--- src/rtl/imm_ext_pkg.sv ---
// rtl/imm_ext_pkg.sv - shared mode encodings for the immediate extension pipe
package imm_ext_pkg;

  typedef enum logic [1:0] {
    MODE_ZERO   = 2'd0,
    MODE_SIGN   = 2'd1,
    MODE_UPPER  = 2'd2,
    MODE_BRANCH = 2'd3
  } imm_mode_e;

endpackage

--- src/rtl/imm_ext_core.sv ---
// rtl/imm_ext_core.sv - combinational immediate extension (zero/sign/upper/branch)
module imm_ext_core
  import imm_ext_pkg::*;
#(
  parameter int IN_W  = 16,
  parameter int OUT_W = 32
) (
  input  logic [IN_W-1:0]  imm,
  input  logic [1:0]       mode,
  output logic [OUT_W-1:0] ext
);

  logic [OUT_W-1:0] sign_ext;

  assign sign_ext = {{(OUT_W-IN_W){imm[IN_W-1]}}, imm};

  always_comb begin
    ext = '0;
    case (imm_mode_e'(mode))
      MODE_ZERO:   ext = {{(OUT_W-IN_W){1'b0}}, imm};
      MODE_SIGN:   ext = sign_ext;
      MODE_UPPER:  ext = {imm, {(OUT_W-IN_W){1'b0}}};
      // branch offsets are word-aligned: sign-extended value times four
      MODE_BRANCH: ext = {sign_ext[OUT_W-3:0], 2'b00};
      default:     ext = '0;
    endcase
  end

endmodule

--- src/rtl/imm_extend_pipe.sv ---
// rtl/imm_extend_pipe.sv - two-stage valid/ready pipe around imm_ext_core
module imm_extend_pipe
  import imm_ext_pkg::*;
#(
  parameter int IN_W  = 16,
  parameter int OUT_W = 32,
  parameter int CNT_W = 16
) (
  input  logic             clk,
  input  logic             reset,
  input  logic             in_valid,
  output logic             in_ready,
  input  logic [IN_W-1:0]  in_imm,
  input  logic [1:0]       in_mode,
  output logic             out_valid,
  input  logic             out_ready,
  output logic [OUT_W-1:0] out_ext,
  output logic [1:0]       out_mode,
  output logic [CNT_W-1:0] xfer_count
);

  logic             s1_valid_q, s1_valid_d;
  logic [IN_W-1:0]  s1_imm_q, s1_imm_d;
  logic [1:0]       s1_mode_q, s1_mode_d;
  logic             s2_valid_q, s2_valid_d;
  logic [OUT_W-1:0] s2_ext_q, s2_ext_d;
  logic [1:0]       s2_mode_q, s2_mode_d;
  logic [CNT_W-1:0] cnt_q, cnt_d;
  logic [OUT_W-1:0] core_ext;
  logic             s2_adv;
  logic             s1_adv;

  imm_ext_core #(
    .IN_W  (IN_W),
    .OUT_W (OUT_W)
  ) u_core (
    .imm  (s1_imm_q),
    .mode (s1_mode_q),
    .ext  (core_ext)
  );

  // S2 can take a new entry when empty or draining; S1 frees up whenever S2 advances
  assign s2_adv   = ~s2_valid_q | out_ready;
  assign s1_adv   = ~s1_valid_q | s2_adv;
  assign in_ready = s1_adv;

  always_comb begin
    s1_valid_d = s1_valid_q;
    s1_imm_d   = s1_imm_q;
    s1_mode_d  = s1_mode_q;
    s2_valid_d = s2_valid_q;
    s2_ext_d   = s2_ext_q;
    s2_mode_d  = s2_mode_q;
    cnt_d      = cnt_q;
    if (s1_adv) begin
      s1_valid_d = in_valid;
      if (in_valid) begin
        s1_imm_d  = in_imm;
        s1_mode_d = in_mode;
      end
    end
    if (s2_adv) begin
      s2_valid_d = s1_valid_q;
      if (s1_valid_q) begin
        s2_ext_d  = core_ext;
        s2_mode_d = s1_mode_q;
      end
    end
    if (s2_valid_q && out_ready) begin
      cnt_d = cnt_q + CNT_W'(1);
    end
  end

  always_ff @(posedge clk or posedge reset) begin
    if (reset) begin
      s1_valid_q <= 1'b0;
      s1_imm_q   <= '0;
      s1_mode_q  <= '0;
      s2_valid_q <= 1'b0;
      s2_ext_q   <= '0;
      s2_mode_q  <= '0;
      cnt_q      <= '0;
    end else begin
      s1_valid_q <= s1_valid_d;
      s1_imm_q   <= s1_imm_d;
      s1_mode_q  <= s1_mode_d;
      s2_valid_q <= s2_valid_d;
      s2_ext_q   <= s2_ext_d;
      s2_mode_q  <= s2_mode_d;
      cnt_q      <= cnt_d;
    end
  end

  assign out_valid  = s2_valid_q;
  assign out_ext    = s2_ext_q;
  assign out_mode   = s2_mode_q;
  assign xfer_count = cnt_q;

endmodule

--- config.mk ---
export PLATFORM = sky130hd
export DESIGN_NAME = imm_extend_pipe
export DESIGN_NICKNAME = d
export VERILOG_FILES = /design/src/rtl/imm_ext_pkg.sv /design/src/rtl/imm_ext_core.sv /design/src/rtl/imm_extend_pipe.sv
export SDC_FILE = /design/constraint.sdc
export NUM_CORES = 1
export LEC_CHECK = 0
export CAP_MARGIN = 20
export CORE_UTILIZATION = 55
export CTS_BUF_LIST = sky130_fd_sc_hd__clkbuf_8
export DETAILED_ROUTE_END_ITERATION = 12
export DONT_BUFFER_PORTS = 1
export HOLD_SLACK_MARGIN = 0.12
export PLACE_DENSITY = 0.67
export SLEW_MARGIN = 20
export SYNTH_ARGS = -nofsm -noshare
export SYNTH_HDL_FRONTEND = slang
export SYNTH_SLANG_ARGS = --single-unit
--- constraint.sdc ---
create_clock -name clk -period 2.3 [get_ports clk]
set_input_delay 0.345 -clock clk [delete_from_list [all_inputs] [get_ports clk]]
set_output_delay 0.345 -clock clk [all_outputs]
set_load 0.005 [all_outputs]
==> out/metrics.csv <==
metric;value;unit
crit path launch type;flop;
Skew-Pair Late Insertion Delay;330;ps
Final min period;1570;ps
EDFF count, synth;0;
Synth Flop Type;dfrtp_1;
Final Max Slew Viols;0;
register bit total from synthesis;70;
Die Height;75.3;µm
routed len/inst;16.2;µm
first-pass GRT wire length;9.06;mm
Post-Syn Instances;265;
total power draw;3.10;mW
final wirelength;5.57;mm
Maximum Capacitance Violations;0;
Pwr per Cell Area;957;nW/µm²
R2R Setup Slk;730;ps
worst r2r dst;s1_imm_q[4]$_DFFE_PP0P_;
Hold Path End;s1_imm_q[10]$_DFFE_PP0P_;
post-synth cell types;28;
HP Class;input pin to flop;
Least-Margin Pin Slew;594;ps
TritonCTS clock tree;done;
ant diodes;0;
overall global routing resource usage;21.9;%
initial antenna violation count;0;
I/O Buffers;0;
final design utilization;63.0;%
Max Buffers Root-to-Sink;2;
WS Path Type;flop to flop;
grt ovf;0;
Mapped Area;2960;µm²
# setup viols final;0;
area grow syn2layout;9.53;%
Clock Pin Slew Worst Setup and Hold Paths;70;ps
synth warn;0;
antenna-violating nets left;0;
Worst R2R Start;out_valid$_DFFE_PP0P_;
RSZ-0062 raised after global routing;false;
Cell Rows;26;
sequential share of the synthesized area;59.3;%
CORE AREA;5140;µm²
Synth top cells by count;70 x dfrtp_1, 37 x nand2_1, 30 x o21ai_0, 28 x a21oi_1, 21 x mux2_2;
Data required, critical path;2510;ps
Resized cells post-CTS;0;
fraction of final layout cells sized beyond drive strength 1;17.1;%
hold wc startpoint;in_imm[10];
CTS root buf;clkbuf_8;
Fin Clk Skew;7.56;ps
Final nets;295;
top-area cell type share of the netlist area;59.3;%
Worst Hold Depth;1;
Inst Count DP;329;
total CTS buffers;9;
Max Fclk;636;MHz
Crit. End Element;flop;
Syn Nets;288;
Vias/cell;5.45;
top-count cell post-synth;dfrtp_1;
crit-path max FO;18;
synthesized area per cell;11.2;µm²
maximum VDD drop;0.509;mV
vias in the first global route;1840;
final worst path period share;68.4;%
DP HPWL;3.86;mm
via count;1880;
post-route insts no fill;345;
largest net degree at the start of global routing;38;
Hold Fails Final Rpt;0;
Slew HR;60.3;%
status;finished, final reports clean;
drt drc;0;
total clock sinks;70;
Setup Total Neg Slack;0;ps
io pins;74;
ys async rst share;100;%
Area contributors post-synth;dfrtp_1 59%, mux2_2 8.0%, o21ai_0 5.1%;
1st-iter DRT viols;109;
H-Tree Depth;3;
DR pass1 iterations;4;
die width;75.3;µm
initial core utilization;57.5;%
die area;5670;µm²
Leakage Power;1.46;nW
Worst R2R Path Depth;3;
Synth area leader;dfrtp_1;
Crit path arrival time;1780;ps
GPL Wtd Cong;0.794;
## stage by stage
step / setup WS, ps / instance area (µm²) / hold WS, ps
after floorplan: 187 / 2960 / 453
after CTS: 713 / 3240 / 151
after detailed placement: 727 / 3040 / 349
after global placement: 749 / 3040 / 354
final: 728 / 3240 / 160
after global routing: 523 / 3240 / 149
## cells by family (layout without fill, tap and decap cells)
group	Yosys count	count (layout)	share of synthesized area, %
muxes	21	21	8.00
DFF	70	70	59.3
xor gates and xnor gates	15	15	4.45
adders and majority gates	1	1	0.423
buffers and inverters	15	25	2.54
and+or+nand+nor	80	80	14.5
AOI/OAI and AO/OA	63	63	10.8
## placed cells by master, fill, tap and decap left out, types with 7 or more instances in the layout
cell type  synthesis  layout
a21oi_1           28      28
clkbuf_8           0      12
dfrtp_1           70      70
mux2_2            21      21
nand2_1           37      36
nor2b_1           13      13
o21ai_0           30      30
xnor2_1            8       8
xor2_1             7       7
## cell type report
| type | count | area, µm² |
|---|---|---|
| fill | 451 | 1900 |
| sequential | 70 | 1750 |
| multi-input combinational | 180 | 1130 |
| clock buffer | 12 | 165 |
| tap | 70 | 87.6 |
| timing repair buffer | 9 | 85.1 |
| clock inverter | 2 | 8.76 |
| inverter | 2 | 7.51 |
## critical path: stages (launching register included)
cell	delay (ps)
dfrtp_1	450
nand3b_1	180
nand2_2	410
mux2_2	400
## flip-flops by register name, indices dropped and copies added, names as in the netlist
register	count
out_valid	1
s1_mode_q	2
s1_valid_q	1
s1_imm_q	16
out_mode	2
xfer_count	16
out_ext	32
## power by group
part / switching [mW] / internal (mW)
clock: 0.406 / 0.462
sequential: 0.256 / 1.48
combinational: 0.262 / 0.230
total: 0.925 / 2.17
## routing by layer
| layer | vias up | part of all wire [%] | track usage, % |
|---|---|---|---|
| met3 | 10 | 6.8 | 5.95 |
| met4 | 0 | 1.6 | 9.88 |
| li1 | 918 | - | - |
| met1 | 901 | 45 | 30.1 |
| met2 | 51 | 46 | 32.9 |
| met5 | - | 0 | 0 |
## worst max path at each step
stage,end,cells after the start,startpoint,slack (ps)
after floorplan,out_ext[0]$_DFFE_PP0P_,1,reset,190
after global placement,s1_imm_q[5]$_DFFE_PP0P_,3,out_valid$_DFFE_PP0P_,750
after detailed placement,out_ext[10]$_DFFE_PP0P_,4,s1_mode_q[1]$_DFFE_PP0P_,730
after CTS,s1_imm_q[4]$_DFFE_PP0P_,3,out_valid$_DFFE_PP0P_,710
after global routing,out_ext[4]$_DFFE_PP0P_,4,s1_mode_q[1]$_DFFE_PP0P_,520
final,s1_imm_q[4]$_DFFE_PP0P_,3,out_valid$_DFFE_PP0P_,730
## repair_timing
item,CTS,global route
hold buffers,2,0
endpoints found under the setup margin,0,0
endpoints found under the hold margin,71,0
setup buffers,0,0
No activity file was read; power rests on OpenSTA's default activity.
==> RTL change 1: new RTL, config.mk and constraints unchanged <==
`IN_W` is set to 16 in 2 places; all go to 12.
--- a/src/rtl/imm_ext_core.sv
+++ b/src/rtl/imm_ext_core.sv
@@ -4,3 +4,3 @@
 #(
-  parameter int IN_W  = 16,
+  parameter int IN_W  = 12,
   parameter int OUT_W = 32
--- a/src/rtl/imm_extend_pipe.sv
+++ b/src/rtl/imm_extend_pipe.sv
@@ -4,3 +4,3 @@
 #(
-  parameter int IN_W  = 16,
+  parameter int IN_W  = 12,
   parameter int OUT_W = 32,
Interface: changed (resized in_imm); port bits go from 74 to 70. No check against the original RTL was run, so the function may have changed too.
==> RTL change 1 against the unedited design <==
The run now ends with DRC left. Sequential share of layout area down 1.0 points. Sequential power down 13%. Area after synthesis is 13% lower. Design area shrank 13%. Setup slack lost 0.099 ns. Hold slack gained 0.0021 ns. Final cell count fell by 16%. Critical path depth stayed put. Power shrank 5.5%. Sequential cell count down 10. Largest power group unchanged. Critical endpoint is now s1_imm_q[0]$_DFFE_PP0P_. Wire length is 14% lower.
==> RTL change 1: results (changes against the unedited design) <==
Worst setup path
  – Worst Reg-to-Reg Cells: 3 (unchanged)
  – Worst Setup End Kind: flop (unchanged)
  – Top delay family on crit path: simple AND/OR/NAND/NOR gates (unchanged)
  – Worst R2R Setup Slack: 0.63 ns (was 0.73 ns)
  – Crit-path max FO: 14 (was 18)
  – CP max stage delay: 0.51 ns (was 0.45 ns)
  – Slowest CP cell: nand2_1 (was dfrtp_1)
  – Critical R2R Launch: out_valid$_DFFE_PP0P_ (unchanged)
  – Worst r2r dst: s1_imm_q[0]$_DFFE_PP0P_ (was s1_imm_q[4]$_DFFE_PP0P_)
  – Worst Path Arrival: 1.88 ns (was 1.78 ns)
  – Startpoint Class: flop (unchanged)

Cells and area
  – Max reg flops: 26 (was 32)
  – # diodes: 0 (unchanged)
  – Layout fillers: 348 (was 451)
  – Final layout net count: 253 (was 295)
  – Non-Filler Instances: 291 (was 345)
  – Layout cells sized above 1: 17.99% (was 17.09%)

Pwr
  – Switching Share: 28.40% (was 29.83%)
  – Worst VDD drop: 0.6252 mV (was 0.5090 mV)
  – Leakage power total: 1.253 nW (was 1.465 nW)

Worst hold path
  – HP Start: in_mode[0] (was in_imm[10])
  – WHS Endpoint: s1_mode_q[0]$_DFFE_PP0P_ (was s1_imm_q[10]$_DFFE_PP0P_)
  – Worst min-delay path category: input pin to flop (unchanged)
  – WHS Path Cells: 1 (unchanged)

Clocking
  – Clock tree buffer depth: 2 (unchanged)
  – CTS resizes: 0 (unchanged)
  – Clock root buffer: clkbuf_8 (unchanged)
  – CTS buffer count: 9 (unchanged)
  – Worst-Skew Late Latency: 0.33 ns (about the same)
  – Clock slew at reported path FFs: 0.07 ns (about the same)

Global routing
  – Initial antenna violation count: 0 (unchanged)
  – First-pass GRT wire length: 8052 um (was 9059 um)
  – Met2 usage: 34.52% (was 32.94%)
  – Total track usage: 21.56% (was 21.94%)
  – Met1 usage: 25.48% (was 30.14%)
  – Grt met3 use: 8.802% (was 5.952%)
  – Largest net degree at the start of global routing: 27 (was 38)

Logic synthesis
  – Top cells by count, synth: 60 x dfrtp_1, 31 x nand2_1, 25 x o21ai_0 (was 70 x dfrtp_1, 37 x nand2_1, 30 x o21ai_0)
  – Netlist cell types: 30 (was 28)
  – Post-Syn Instances: 233 (was 265)
  – Top cells by area, synth: dfrtp_1 58%, mux2_2 7.8%, o21ai_0 4.8% (was dfrtp_1 59%, mux2_2 8.0%, o21ai_0 5.1%)
  – Sequential fraction of the synthesis area: 58.14% (was 59.27%)
  – FFs w/ async S/R, synth: 100.0% (unchanged)

STA
  – Worst Skew: 0.006876 ns (was 0.007560 ns)
  – Slew margin rel.: 55.83% (was 60.25%)

Place
  – DP Wirelength: 3518 um (was 3865 um)
  – IO Port Bufs: 0 (unchanged)
  – Placed cells: 273 (was 329)
  – RePlAce Congestion: 0.7755 (was 0.7936)

Drt
  – Wirelength per Cell: 16.45 um (was 16.15 um)
  – Drt drc: 10 (was 0)
  – First-pass DRT Iterations: 10 (was 4)
  – Vias: 1696 (was 1880)
  – Drt initial violations: 48 (was 109)

Status
  – Status: complete, but fails checks (was finished clean)
  – Failing checks: DRC
[RTL change 1: changes by cell type after synthesis, sizes merged, moves of 5 or more]
cell / change
a21oi: -16
a31oi: +10
dfrtp: -10
o21ai: -8
nand2: -6
clkbuf: +5
[RTL change 1: layout make-up]
type	count	area share, %
Timing Repair Buffer	8	2.301
Multi-Input combinational cell	152	34.25
Inverter	3	0.3982
Sequential cell	60	53.10
Tap cell	52	2.301
Clock buffer	10	4.867
Clock inverter	6	2.788
[RTL change 1: stage by stage]
stage	hold WS (ns)	worst slack [ns]	instance area [um2]	utilization, %
floorplan	0.4534	0.4703	2582	-
global route	0.1449	0.4450	2828	63.63
CTS	0.1452	0.6056	2828	63.63
global placement	0.2218	0.6942	2591	58.31
detailed placement	0.2274	0.6320	2591	58.31
finish	0.1624	0.6288	2828	63.63
[RTL change 1: cell families after synthesis]
logic type	count (synthesis)	share of synthesized area [%]
AOI/OAI and AO/OA	48	9.932
xor gates and xnor gates	15	5.087
adders and majority gates	1	0.4844
buffers and inverters	21	4.360
DFF	60	58.14
muxes	18	7.849
and+or+nand+nor	70	14.15
[RTL change 1: metal layers]
metal / up-vias / wire length (um)
met1: 830 / 2026
met3: 6 / 369
met4: 0 / 59
met2: 62 / 2330
met5: - / 0
li1: 798 / -
[RTL change 1: repair_timing]
action | in CTS | in global routing
setup buffers | 0 | 0
hold buffers | 2 | 0
hold endpoints to repair | 17 | 0
[RTL change 1: power by group through the flow]
stage | logic [mW] | registers, mW | clock network [mW]
floorplan | 0.378 | 1.46 | 0
global placement | 0.389 | 1.52 | 0
detailed placement | 0.407 | 1.53 | 0
CTS | 0.413 | 1.52 | 1.03
global route | 0.473 | 1.55 | 1.08
finish | 0.405 | 1.51 | 1.01
==> RTL change 2: new RTL, same flow settings <==
Without the edit above. Add an input register stage for `in_mode`, without a reset; this delays it by one clock. The other inputs are not delayed to match.
--- a/src/rtl/imm_extend_pipe.sv
+++ b/src/rtl/imm_extend_pipe.sv
@@ -20,2 +20,8 @@
 );
+
+  logic [1:0] in_mode_q;
+
+  always_ff @(posedge clk) begin
+    in_mode_q <= in_mode;
+  end
 
@@ -58,3 +64,3 @@
         s1_imm_d  = in_imm;
-        s1_mode_d = in_mode;
+        s1_mode_d = in_mode_q;
       end
Formal check against the unedited RTL: not equivalent (Yosys sat finds a counterexample within 4 cycles, from zero or initial values and one cycle with reset high).
==> RTL change 2 against the unedited design <==
Critical path depth is the same. Design area grew 4.7%. Die area grew 3.6%. Via count grew 1.1%. Sequential cell count grew 2. Power grew 9.5%. Largest power group unchanged. Setup slack lost 0.010 ns. Combinational power grew 2%. Area after synthesis grew 3.7%. Wire length grew 3.7%. Synthesized cell count grew 1.5%. Critical path type unchanged. Fmax shrank 0.66%.
==> RTL change 2: results (changes against the unedited design) <==
Logic synthesis
  – Netlist cell types: 35 (was 28)
  – Mapped Nets: 292 (was 288)
  – Post-Syn Instances: 269 (was 265)
  – Sequential fraction of the synthesis area: 58.47% (was 59.27%)
  – Yosys top cell area share: 57.17% (was 59.27%)

Pwr
  – Worst VDD drop: 0.7532 mV (was 0.5090 mV)
  – Clk network pwr share: 32.4% (was 28.0%)
  – Sequential share of power: 52.7% (was 56.1%)
  – Clk. pwr: 1.10 mW (was 0.868 mW)

Global routing
  – First-pass GRT wire length: 9432 um (was 9059 um)
  – Total track usage: 21.06% (was 21.94%)

Place
  – Area post-placement: 3119 um2 (was 3043 um2)
  – RePlAce Congestion: 0.7233 (was 0.7936)
  – Pre-CTS setup slack: 0.7327 ns (was 0.7268 ns)
  – DP Wirelength: 3782 um (was 3865 um)

Drt
  – Avg Vias per Cell: 5.413 (was 5.449)
  – Drt initial violations: 143 (was 109)
  – Wirelength per Cell: 16.47 um (was 16.15 um)

Cells and area
  – Fraction of area in non-clock buffers: 3.101% (was 2.629%)
  – Fin area: 3390 um2 (was 3237 um2)
  – Area occupied by multi-input gates: 1177 um2 (was 1131 um2)
  – Count of multi-input gates: 182 (was 180)
  – Number of sequential cells: 72 (was 70)
  – Non-Filler Instances: 351 (was 345)
  – Area fraction of clock buffers and clock inverters: 6.497% (was 5.373%)
  – Layout fillers: 410 (was 451)

Worst setup path
  – Setup crit end: out_mode[0]$_DFFE_PP0P_ (was s1_imm_q[4]$_DFFE_PP0P_)
  – CP max stage delay: 0.48 ns (was 0.45 ns)

STA
  – Worst Skew: 0.01202 ns (was 0.007560 ns)
  – Slew margin rel.: 56.37% (was 60.25%)
  – Final hold slack: 0.1395 ns (was 0.1603 ns)

Status
  – Status: finished clean (unchanged)

Worst hold path
  – HP Start: in_imm[0] (was in_imm[10])
[RTL change 2: changes by cell type after synthesis, moves of 3 or more]
cell / delta
mux2_2: -12
buf_4: +5
o21ai_1: +6
nand2_1: +3
buf_2: -4
o21ai_0: -6
mux2_4: +10
[RTL change 2: cell families (layout without fill, tap and decap cells)]
kind of cell	count (synthesis)	in the layout	share of synthesized area, %
simple gates	82	82	14.25
flops	72	72	58.47
mux	21	21	8.942
fa+ha+maj	1	1	0.4083
buf+inv	15	27	3.185
xor+xnor	15	15	4.287
compound gates	63	63	10.45
[RTL change 2: routing by layer]
metal | global-route usage (%) | share of wire (%)
met5 | 0 | 0
met4 | 7.308 | 1.3
met3 | 9.461 | 7.9
met2 | 29.82 | 43
met1 | 28.63 | 48
[RTL change 2: repair_timing]
item,CTS,global route
endpoints found under the setup margin,0,0
endpoints found under the hold margin,33,1
gates resized for setup,0,0
hold buffers,4,1
